### src/rtl/pixel_write_scheduler.sv
// pixel_write_scheduler
//   Owns the single pixel-write port of vga_adapter. Two requesters share it:
//   a full-screen clear sequencer (runs out of reset or on clear_start, highest
//   priority) and a brush stamper that expands one accepted draw point into a
//   clipped BRUSH x BRUSH square. All vga_* outputs are registered, so a pixel
//   selected in cycle N is presented in cycle N+1.
//
//   Optional feature macro: STAMP_DEDUP_EN
//     defined   - a point equal to the last stamped (x,y,color) is accepted but
//                 not re-stamped; any CLEAR or reset forgets the stored point.
//     undefined - every accepted point is stamped.
//
// Ports
//   CLOCK_50        in   system clock
//   reset           in   asynchronous active-high reset
//   clear_start     in   one-cycle full-screen clear request
//   draw_valid      in   draw point offered
//   draw_ready      out  point accepted this cycle (IDLE and no clear_start)
//   draw_x/y/color  in   brush centre and colour
//   clearing_active out  clear sequence running
//   busy            out  any state other than IDLE
//   vga_x/y/color   out  registered pixel to vga_adapter
//   vga_write       out  registered write strobe
module pixel_write_scheduler #(
   parameter int                SCREEN_WIDTH  = 320,
   parameter int                SCREEN_HEIGHT = 240,
   parameter int                BRUSH         = 3,
   parameter logic [8:0]        CLEAR_COLOR   = 9'b111111111
) (
   input  logic       CLOCK_50,
   input  logic       reset,
   input  logic       clear_start,
   input  logic       draw_valid,
   output logic       draw_ready,
   input  logic [8:0] draw_x,
   input  logic [7:0] draw_y,
   input  logic [8:0] draw_color,
   output logic       clearing_active,
   output logic       busy,
   output logic [8:0] vga_x,
   output logic [7:0] vga_y,
   output logic [8:0] vga_color,
   output logic       vga_write
);

   typedef enum logic [1:0] {S_IDLE, S_CLEAR, S_STAMP} state_t;

   localparam logic [8:0]        XMAX = 9'(SCREEN_WIDTH - 1);
   localparam logic [7:0]        YMAX = 8'(SCREEN_HEIGHT - 1);
   localparam logic [2:0]        BMAX = 3'(BRUSH - 1);
   localparam logic signed [10:0] HALF = 11'(BRUSH / 2);
   localparam logic signed [10:0] W11  = 11'(SCREEN_WIDTH);
   localparam logic signed [10:0] H11  = 11'(SCREEN_HEIGHT);

   state_t     state_q, state_d;
   logic [8:0] cx_q, cx_d;
   logic [7:0] cy_q, cy_d;
   logic [2:0] si_q, si_d, sj_q, sj_d;
   logic [8:0] x_q, x_d, col_q, col_d;
   logic [7:0] y_q, y_d;
   logic       dv_q, dv_d;
   logic       wr_q, wr_d;
   logic [8:0] ox_q, ox_d, oc_q, oc_d;
   logic [7:0] oy_q, oy_d;

   logic signed [10:0] px, py;
   logic               inb, dup;

   // Brush pixel in 11-bit signed space so off-screen offsets go negative
   // instead of wrapping into valid coordinates.
   assign px  = $signed({2'b00, x_q}) - HALF + $signed({8'b0, si_q});
   assign py  = $signed({3'b000, y_q}) - HALF + $signed({8'b0, sj_q});
   assign inb = !px[10] && !py[10] && (px < W11) && (py < H11);

`ifdef STAMP_DEDUP_EN
   assign dup = dv_q && (draw_x == x_q) && (draw_y == y_q) && (draw_color == col_q);
`else
   assign dup = 1'b0;
`endif

   assign draw_ready      = (state_q == S_IDLE) && !clear_start;
   assign clearing_active = (state_q == S_CLEAR);
   assign busy            = (state_q != S_IDLE);
   assign vga_x           = ox_q;
   assign vga_y           = oy_q;
   assign vga_color       = oc_q;
   assign vga_write       = wr_q;

   always_comb begin
      state_d = state_q;
      cx_d    = cx_q;
      cy_d    = cy_q;
      si_d    = si_q;
      sj_d    = sj_q;
      x_d     = x_q;
      y_d     = y_q;
      col_d   = col_q;
      dv_d    = dv_q;
      wr_d    = 1'b0;
      ox_d    = ox_q;
      oy_d    = oy_q;
      oc_d    = oc_q;
      case (state_q)
         S_IDLE: begin
            if (clear_start) begin
               state_d = S_CLEAR;
               cx_d    = '0;
               cy_d    = '0;
            end else if (draw_valid) begin
               x_d   = draw_x;
               y_d   = draw_y;
               col_d = draw_color;
               // A duplicate completes the handshake but stays in IDLE.
               if (!dup) begin
                  state_d = S_STAMP;
                  si_d    = '0;
                  sj_d    = '0;
                  dv_d    = 1'b1;
               end
            end
         end
         S_CLEAR: begin
            dv_d = 1'b0;
            wr_d = 1'b1;
            ox_d = cx_q;
            oy_d = cy_q;
            oc_d = CLEAR_COLOR;
            if (clear_start) begin
               cx_d = '0;
               cy_d = '0;
            end else if (cx_q == XMAX) begin
               cx_d = '0;
               if (cy_q == YMAX) state_d = S_IDLE;
               else              cy_d    = cy_q + 8'd1;
            end else begin
               cx_d = cx_q + 9'd1;
            end
         end
         S_STAMP: begin
            if (clear_start) begin
               // Abort: the current stamp pixel is dropped so the next strobe
               // is the first clear pixel.
               state_d = S_CLEAR;
               cx_d    = '0;
               cy_d    = '0;
            end else begin
               wr_d = inb;
               ox_d = px[8:0];
               oy_d = py[7:0];
               oc_d = col_q;
               if (si_q == BMAX) begin
                  si_d = '0;
                  if (sj_q == BMAX) state_d = S_IDLE;
                  else              sj_d    = sj_q + 3'd1;
               end else begin
                  si_d = si_q + 3'd1;
               end
            end
         end
         default: state_d = S_IDLE;
      endcase
   end

   always_ff @(posedge CLOCK_50 or posedge reset) begin
      if (reset) begin
         state_q <= S_CLEAR;
         cx_q    <= '0;
         cy_q    <= '0;
         si_q    <= '0;
         sj_q    <= '0;
         x_q     <= '0;
         y_q     <= '0;
         col_q   <= '0;
         dv_q    <= 1'b0;
         wr_q    <= 1'b0;
         ox_q    <= '0;
         oy_q    <= '0;
         oc_q    <= CLEAR_COLOR;
      end else begin
         state_q <= state_d;
         cx_q    <= cx_d;
         cy_q    <= cy_d;
         si_q    <= si_d;
         sj_q    <= sj_d;
         x_q     <= x_d;
         y_q     <= y_d;
         col_q   <= col_d;
         dv_q    <= dv_d;
         wr_q    <= wr_d;
         ox_q    <= ox_d;
         oy_q    <= oy_d;
         oc_q    <= oc_d;
      end
   end

endmodule

### config.mk
export PLATFORM = sky130hd
export DESIGN_NAME = pixel_write_scheduler
export DESIGN_NICKNAME = d
export VERILOG_FILES = /design/src/rtl/pixel_write_scheduler.sv
export SDC_FILE = /design/constraint.sdc
export NUM_CORES = 1
export LEC_CHECK = 0
export CELL_PAD_IN_SITES_DETAIL_PLACEMENT = 0
export CELL_PAD_IN_SITES_GLOBAL_PLACEMENT = 1
export CORE_UTILIZATION = 53
export DETAILED_ROUTE_END_ITERATION = 10
export DONT_BUFFER_PORTS = 1
export HOLD_SLACK_MARGIN = 0.03
export PLACE_DENSITY_LB_ADDON = 0.25
export SLEW_MARGIN = 20
export SYNTH_ARGS = -nofsm -noshare
export SYNTH_HDL_FRONTEND = slang
export SYNTH_SLANG_ARGS = --single-unit
### constraint.sdc
create_clock -name CLOCK_50 -period 7.3 [get_ports CLOCK_50]
set_input_delay 1.095 -clock CLOCK_50 [delete_from_list [all_inputs] [get_ports CLOCK_50]]
set_output_delay 1.095 -clock CLOCK_50 [all_outputs]
set_load 0.02 [all_outputs]
### Word level (Yosys, flattened, before mapping)

Cells that the tools add are included.

| operators by class | value |
|---|---|
| equality and inequality tests | 20 |
| order comparisons | 2 |
| bitwise gates (word level) | 1 |
| add/sub/neg operators | 8 |
| reduce and logical (&&, ||, !) cells | 20 |
| mux-type cells | 35 |

Operators by type and width:

| operator | number |
|---|---|
| 9-bit one-hot mux with 2 select lines | 3 |
| 9-bit 2-to-1 mux | 5 |
| 8-bit 2-to-1 mux | 5 |
| 8-bit one-hot mux with 2 select lines | 2 |
| 3-bit 2-to-1 mux | 7 |
| 2-bit 2-to-1 mux | 8 |
| 2-bit inequality test, second input constant | 6 |
| 3-bit inequality test, second input constant | 4 |
| 3-bit one-hot mux with 2 select lines | 2 |
| 6-bit AND reduction | 2 |
| 10-bit by 4-bit adder with 11-bit output | 1 |
| 11-bit by 10-bit < comparator with 1-bit output, second input constant | 1 |
| 9-bit by 4-bit adder with 10-bit output | 1 |
| 10-bit by 9-bit < comparator with 1-bit output, second input constant | 1 |
| 9-bit by 1-bit subtractor with 10-bit output, second input constant | 1 |
| 9-bit by 1-bit adder with 9-bit output, second input constant | 1 |
| 9-bit equality test, second input constant | 1 |
| 8-bit by 1-bit subtractor with 9-bit output, second input constant | 1 |
| 8-bit by 1-bit adder with 8-bit output, second input constant | 1 |
| 8-bit equality test, second input constant | 1 |
| 4-bit AND reduction | 2 |
| 2-bit nonzero test | 4 |
| 3-bit by 1-bit adder with 3-bit output, second input constant | 2 |
| 3-bit by 2-bit equality test with 1-bit output, second input constant | 2 |
| other kinds (14) | 22 |

| storage, ports and cells | value |
|---|---|
| output and inout port bits | 30 |
| logic and storage cells | 98 |
| bits of input ports | 30 |
| bits in registers | 78 |

### Logic depth before layout (Yosys ltp)

Gate-level depths: netlist (run 1).

| logic depth | value |
|---|---|
| word-level depth | 8 |
| depth in mapped cells | 10 |
| gate-level depth less buffers | 10 |

### Worst setup path before layout (run 1)

No wires, ideal clock.

| timing | value |
|---|---|
| path type | input-to-output |
| from | input clear_start |
| to | output draw_ready |
| arrival | 1.618 ns |
| stages on the path | 2 |
| data required time | 6.205 ns |
| setup slack | 4.587 ns |
| cells stage by stage | clkbuf_1 nor2_1 |

| on the way | value |
|---|---|
| cells in the longest elaborated chain, start to end | 2 |

Ends and longest elaborated chain:

| what | RTL line | RTL |
|---|---|---|
| start: declaration | 32 | `input logic clear_start,` |
| 1-bit zero test | 81 | `assign draw_ready = (state_q == S_IDLE) && !clear_start;` |
| 1-bit logical AND | 81 |  |
| end: declaration | 34 | `output logic draw_ready,` |

No other way between the ends.

### Worst setup path in the final report (run 1)

| timing | value |
|---|---|
| from | register state_q[0] |
| to | register cy_q[3] |

| on the way | value |
|---|---|
| cells in the longest elaborated chain, start to end | 4 |
| elaborated cells between the ends (all ways) | 10 |
| classes of those cells | eq/ne (5); mux (1); reduce/logical (4) |

Ends and longest elaborated chain:

| what | RTL line | RTL |
|---|---|---|
| start: declaration | 55 | `state_t state_q, state_d;` |
| start signal: assignment | 180 | `state_q <= state_d;` |
| 2-bit equality test or 2-bit zero test (tied branches) | 103 | `case (state_q)` |
| 2-bit OR reduction (no source line) | - |  |
| 2-bit by 1-bit inequality test with 1-bit output (no source line) or 2-bit nonzero test (tied branches) | - |  |
| 4-bit AND reduction (no source line) | - |  |
| end signal: assignment | 182 | `cy_q <= cy_d;` |
| end: declaration | 57 | `logic [7:0] cy_q, cy_d;` |

Several ways; a longest one is shown, not always the timed one.
A chain may end at the register's enable or synchronous reset.

==> flow_summary.ini, run 1 <==
[run_status]
status = finished clean

[routing]
wl_um = 10200
firstDrtPassIters = 4
drt_iter0_markers = 153
viasPerCell = 5.96
drc_errors = 0
via_count = 3464
antenna_left = 0
routedWlPerCell_um = 17.6

[pwr]
pwr-share-clk_pct = 16.8
finalPower_uw = 2060
powerDensity_nw_per_um2 = 423
power_frac_comb_pct = 42.8
p_int_uw = 1140
switching_power_uw = 919
swShare_pct = 44.7
seqPwrFrac_pct = 40.4
max-vdd-ir-drop_uv = 198
leakage_uw = 0.00209

[place]
place_ws_ps = 4460
dp_hpwl_um = 7240
gp_congestion = 0.857
io_buffers = 0
placed_cells_incl_taps = 565

[global_routing]
grt_pass1_vias = 3296
grt_usage_pct = 24.1
antenna_found_initial = 0
grt-ovfl-total = 0
grt_max_degree = 79
grt_pass1_wl_um = 16500

[sta]
tightest_slew_ps = 1030
relSlewSlack_pct = 31.0
fmax_mhz = 340
fin_crit_ps = 2940
final.setup.tns_ps = 0
setup_violations = 0
final_max_slew_viol_count = 0
fin_ws_ps = 4360
fin_worst_skew_ps = 13.5
final.period_utilization_pct = 40.3
fin_hold_ws_ps = 494
rsz0062_at_grt = no
hold_viol = 0

[cells_and_area]
nets = 518
diodes = 0
drive_gt1_share_pct = 16.4
nFillCells = 711
stdcell_count = 581
syn_to_final_growth_pct = 6.29

[clock_network]
cts_buffers = 9
cts_tree = yes
cts_sinks = 78
htree_num_levels = 3
root_buffer = clkbuf_8
cts_max_path_buffers = 2
cts-hold-fix-buffers = 0
path_clk_slew_ps = 90
post_cts_resized = 0
postCtsSetupBuffers = 0
worstSkewPairLatency_ps = 370

[synth]
synth_edf_count = 0
yosys_warnings = 0
ys_top_cells_by_area = dfrtp_1, mux2_2, dfstp_2, nand2_1, o21ai_0
synth_area_um2 = 4580
ys.flop_type = dfrtp_1
syn_area_per_cell_um2 = 9.60
synth_cell_types = 65
synth_top_area_share_pct = 37.2
async_flop_share_pct = 100
ys_seq_elements = 78
synth.net_count = 524
syn_inst = 477
yosysTopAreaCell = dfrtp_1
ys_seq_area_share_pct = 42.9

[setup_path]
worstSetupStartpoint = state_q[0]$_DFFE_PP1P_
end_kind = flop
r2r-end = cy_q[3]$_DFFE_PP0P_
worstSetupStartpointType = flop
criticalPathCategory = reg2reg
crit_slowest_cell = mux2i_1
arrival_ps = 3190
crit_required_ps = 7550
reg2reg_from = state_q[0]$_DFFE_PP1P_
cpPeakStageDelay_ps = 650
crit_chain = inv_1 > ha_1 > nor2_1 > mux2i_1 > o21bai_1 > nand2b_1 > o21ai_0
reg2reg_slack_ps = 4360
rr_worst_depth = 7
crit_path_max_fanout = 23

[hold_path]
min_path_cells = 2
hp-class = reg2reg
min_from = col_q[0]$_DFFE_PP0P_
min_to = vga_color[0]$_DFFE_PP1P_

[run]
maxCapViolations = 0

[floorplan]
die-height_um = 94.9
die_w_um = 94.9
die_area_um2 = 9010
ioPinCount = 60
row_count = 33
start_util_pct = 55.2
core-area_um2 = 8300
## state kept, by name, indices dropped and copies added, names as in the netlist
name       cells
vga_color      9
cx_q           9
si_q           3
y_q            8
vga_write      1
vga_y          8
vga_x          9
x_q            9
sj_q           3
cy_q           8
state_q        2
col_q          9
## worst max-delay path by stage
stage / end / cells past startpoint
after global routing: cy_q[3]$_DFFE_PP0P_ / 7
after CTS: draw_ready / 4
after floorplan: col_q[0]$_DFFE_PP0P_ / 1
final: cy_q[3]$_DFFE_PP0P_ / 7
after detailed placement: cy_q[3]$_DFFE_PP0P_ / 7
after global placement: vga_write$_DFF_PP0_ / 6
## metrics by stage
step                      util (%)  area [um^2]
after floorplan                  -         4580
after global placement        56.1         4660
after detailed placement      56.1         4660
after CTS                     58.6         4860
after global routing          58.6         4870
final                         58.6         4870
## layer usage
| metal | GRT usage [%] | vias up | wire length, um |
|---|---|---|---|
| met4 | 9.72 | 0 | 167 |
| met3 | 3.78 | 16 | 498 |
| met2 | 36.6 | 87 | 4740 |
| li1 | - | 1699 | - |
| met1 | 34.3 | 1662 | 4820 |
| met5 | 0 | - | 0 |
## cell usage in the layout, fill, tap and decap left out, types with 3 or more instances in the layout
| cell | instances |
|---|---|
| a211oi_1 | 6 |
| a21o_1 | 5 |
| a21oi_1 | 15 |
| a22o_1 | 3 |
| a22oi_1 | 4 |
| a31oi_1 | 5 |
| and3_1 | 5 |
| clkbuf_8 | 9 |
| clkinvlp_4 | 3 |
| dfrtp_1 | 68 |
| dfstp_2 | 10 |
| ha_1 | 15 |
| inv_1 | 13 |
| mux2_2 | 29 |
| mux2i_1 | 6 |
| nand2_1 | 52 |
| nand2b_1 | 12 |
| nand3_1 | 20 |
| nand3b_1 | 3 |
| nor2_1 | 39 |
| nor2b_1 | 7 |
| nor3_1 | 7 |
| nor3b_1 | 3 |
| nor4_1 | 3 |
| o21a_1 | 5 |
| o21ai_0 | 38 |
| o22ai_1 | 3 |
| o31ai_1 | 7 |
| or2_2 | 5 |
| or3_1 | 6 |
| xnor2_1 | 13 |
| xor2_1 | 9 |
## layout make-up
| class | instances | area, um^2 | area share [%] |
|---|---|---|---|
| multi-input cells | 365 | 2480 | 51.1 |
| flip-flops and latches | 78 | 1960 | 40.4 |
| well taps | 105 | 131 | 2.70 |
| clock buffers | 9 | 124 | 2.55 |
| clock inverters | 7 | 81.3 | 1.67 |
| inverters | 14 | 53.8 | 1.11 |
| repair buffers | 3 | 26.3 | 0.540 |
## Yosys cell counts, types with 4 or more instances
master,n
a211oi_1,6
a21o_1,5
a21oi_1,15
a22oi_1,4
a31oi_1,5
and3_1,5
clkbuf_1,17
dfrtp_1,68
dfstp_2,10
ha_1,15
inv_1,14
mux2_2,29
mux2i_1,6
nand2_1,52
nand2b_1,12
nand3_1,20
nor2_1,39
nor2b_1,7
nor3_1,7
o21a_1,5
o21ai_0,38
o31ai_1,7
or2_2,5
or3_1,6
xnor2_1,13
xor2_1,9
## power by group through the flow
| stage | combinational [uW] | sequential [uW] | clock (uW) |
|---|---|---|---|
| floorplan | 720 | 786 | 0 |
| global placement | 854 | 836 | 0 |
| detailed placement | 870 | 842 | 0 |
| CTS | 875 | 834 | 354 |
| global route | 971 | 859 | 368 |
| finish | 880 | 832 | 345 |
## cells by family after synthesis
kind of cell	after synthesis	synth area share (%)
AND/OR/NAND/NOR	175	19.6
AO/OA/AOI/OAI	116	17.1
flip-flops	78	42.9
multiplexers	35	8.44
buffers and inverters	34	2.81
XOR/XNOR	22	4.21
adder cells (fa/ha/maj)	17	4.97
## critical path, delay by kind of cell (launching register included)
kind,cells,cell delay [ps]
and+or+nand+nor,2,600
AOI/OAI and AO/OA,2,510
muxes,1,650
DFF,1,540
adders and majority gates,1,460
buffers and inverters,1,60
No activity file was read; power rests on OpenSTA's default activity.
==> run 2, diff against run 1 <==
--- a/config.mk
+++ b/config.mk
@@ -7,7 +7,7 @@
 export LEC_CHECK = 0
 export CELL_PAD_IN_SITES_DETAIL_PLACEMENT = 0
 export CELL_PAD_IN_SITES_GLOBAL_PLACEMENT = 1
-export CORE_UTILIZATION = 53
+export CORE_UTILIZATION = 49
 export DETAILED_ROUTE_END_ITERATION = 10
 export DONT_BUFFER_PORTS = 1
 export HOLD_SLACK_MARGIN = 0.03
==> constraint.sdc (replaced) <==
create_clock -name CLOCK_50 -period 3.05 [get_ports CLOCK_50]
set_input_delay 0.4575 -clock CLOCK_50 [delete_from_list [all_inputs] [get_ports CLOCK_50]]
set_output_delay 0.4575 -clock CLOCK_50 [all_outputs]
set_load 0.02 [all_outputs]
==> flow_summary.ini, run 2 (synthesis gave the netlist of run 1 again) <==
[run_status]
status = finished clean

[cells_and_area]
syn_to_final_growth_pct = 6.81
diodes = 0
final_cell_mix = dfrtp_1, nand2_1, nor2_1, o21ai_0, mux2_2
nets = 523
drive_gt1_share_pct = 17.3
postLayoutCoreUtil_pct = 55.0
final_cell_area_um2 = 4890
final_common_cell = dfrtp_1
nFillCells = 815

[sta]
fin_worst_skew_ps = 14.5
relSlewSlack_pct = 58.2
final.period_utilization_pct = 89.4
final.setup.tns_ps = 0
fmax_mhz = 367
fin_hold_ws_ps = 61.6
rsz0062_at_grt = no
hold_viol = 0
tightest_slew_ps = 622
final_max_slew_viol_count = 0
fin_crit_ps = 2730
setup_violations = 0

[pwr]
finalPower_uw = 4880
power_frac_comb_pct = 43.8
swShare_pct = 45.3
seqPwrFrac_pct = 41.0
powerDensity_nw_per_um2 = 998
switching_power_uw = 2210
leakage_uw = 0.00211
max-vdd-ir-drop_uv = 445
p_int_uw = 2670
pwr-share-clk_pct = 15.2

[setup_path]
rr_worst_depth = 9
cpPeakStageDelay_ps = 420
crit_slowest_cell = dfrtp_1
crit_chain = inv_1 > ha_1 > xor2_1 > ha_1 > a21oi_1 > o21bai_2 > o32a_1 > a311o_1 > o41ai_2
worstSetupStartpoint = y_q[0]$_DFFE_PP0P_
cp_common_cell = ha_1
crit_family = compound AO/OA/AOI/OAI gates
worstSetupStartpointType = flop
crit_path_max_fanout = 6
criticalPathCategory = reg2reg
r2r-end = vga_write$_DFF_PP0_
end_kind = flop
reg2reg_slack_ps = 320
crit_required_ps = 3300
crit_end = vga_write$_DFF_PP0_
reg2reg_from = y_q[0]$_DFFE_PP0P_
cp_num_cells = 9
arrival_ps = 2970
path_buf_inv = 1

[floorplan]
die-height_um = 98.7
die_w_um = 98.7
start_util_pct = 51.5
ioPinCount = 60
core-area_um2 = 8890
row_count = 34
die_area_um2 = 9730

[place]
placed_cell_area_um2 = 4710
dp_hpwl_um = 7450
gp_congestion = 0.884
io_buffers = 0

[clock_network]
post_cts_resized = 0
cts_sinks = 78
cts-hold-fix-buffers = 0
path_clk_slew_ps = 90
cts_tree = yes
cts_buffers = 9
worstSkewPairLatency_ps = 360
postCtsSetupBuffers = 0
root_buffer = clkbuf_8
htree_num_levels = 3
cts_max_path_buffers = 2

[routing]
wl_um = 10400
drt_iter0_markers = 111
via_count = 3463
viasPerCell = 5.88
firstDrtPassIters = 5
drc_errors = 0
routedWlPerCell_um = 17.7
antenna_left = 0

[global_routing]
grt-ovfl-total = 0
grt_pass1_vias = 3408
antenna_found_initial = 0
grt_pass1_wl_um = 17800
grt_max_degree = 79
grt_usage_pct = 23.4

[hold_path]
hp-class = in2async

[run]
maxCapViolations = 0
## run 2: cell types whose count changed in the layout (fill, tap and decap cells not counted), sizes merged
cell    before  now
bufinv       1    0
buf          3    8
inv         16   17
## run 2: worst min-delay path by stage
stage / endpoint / cells after the start
global placement: col_q[3]$_DFFE_PP0P_ / 2
global route: col_q[1]$_DFFE_PP0P_ / 2
detailed placement: vga_color[7]$_DFFE_PP1P_ / 2
floorplan: vga_color[8]$_DFFE_PP1P_ / 2
finish: cy_q[5]$_DFFE_PP0P_ / 2
CTS: cx_q[7]$_DFFE_PP0P_ / 2
## run 2: power groups by stage
| stage | clock network [uW] | registers, uW | logic (uW) |
|---|---|---|---|
| 6_report | 740 | 2000 | 2140 |
| 4_1_cts | 760 | 2000 | 2140 |
| 5_1_grt | 800 | 2080 | 2390 |
| 2_1_floorplan | 0 | 1880 | 1720 |
| 3_5_place_dp | 0 | 2020 | 2120 |
| 3_3_place_gp | 0 | 2010 | 2080 |
## run 2: cell type report
| cell class | instances | area, um^2 | share of cell area, % |
|---|---|---|---|
| Sequential cell | 78 | 1960 | 40.2 |
| Clock inverter | 7 | 56.3 | 1.15 |
| Timing Repair Buffer | 8 | 72.6 | 1.48 |
| Inverter | 14 | 52.6 | 1.07 |
| Multi-Input combinational cell | 365 | 2480 | 50.8 |
| Tap cell | 108 | 135 | 2.76 |
| Clock buffer | 9 | 124 | 2.53 |
## run 2: layer usage
| metal | vias to the layer above | GRT usage [%] | share of wire [%] |
|---|---|---|---|
| met2 | 61 | 35.6 | 46 |
| met5 | - | 0 | 0 |
| li1 | 1709 | - | - |
| met4 | 0 | 7.12 | 1.2 |
| met1 | 1683 | 33.7 | 49 |
| met3 | 10 | 4.82 | 4.4 |
## run 2: stage by stage
step                setup WS, ps  instances
CTS                          327        589
floorplan                    576        477
detailed placement           374        573
global placement             478        573
global route                 136        589
finish                       325        589
==> run 3, diff against run 2 <==
--- a/config.mk
+++ b/config.mk
@@ -10,9 +10,9 @@
 export CORE_UTILIZATION = 49
 export DETAILED_ROUTE_END_ITERATION = 10
 export DONT_BUFFER_PORTS = 1
+export GPL_ROUTABILITY_DRIVEN = 0
 export HOLD_SLACK_MARGIN = 0.03
 export PLACE_DENSITY_LB_ADDON = 0.25
-export SLEW_MARGIN = 20
 export SYNTH_ARGS = -nofsm -noshare
 export SYNTH_HDL_FRONTEND = slang
 export SYNTH_SLANG_ARGS = --single-unit
==> results of run 3 <==
No change in the layout: final DEF, timing and power equal those of run 2.
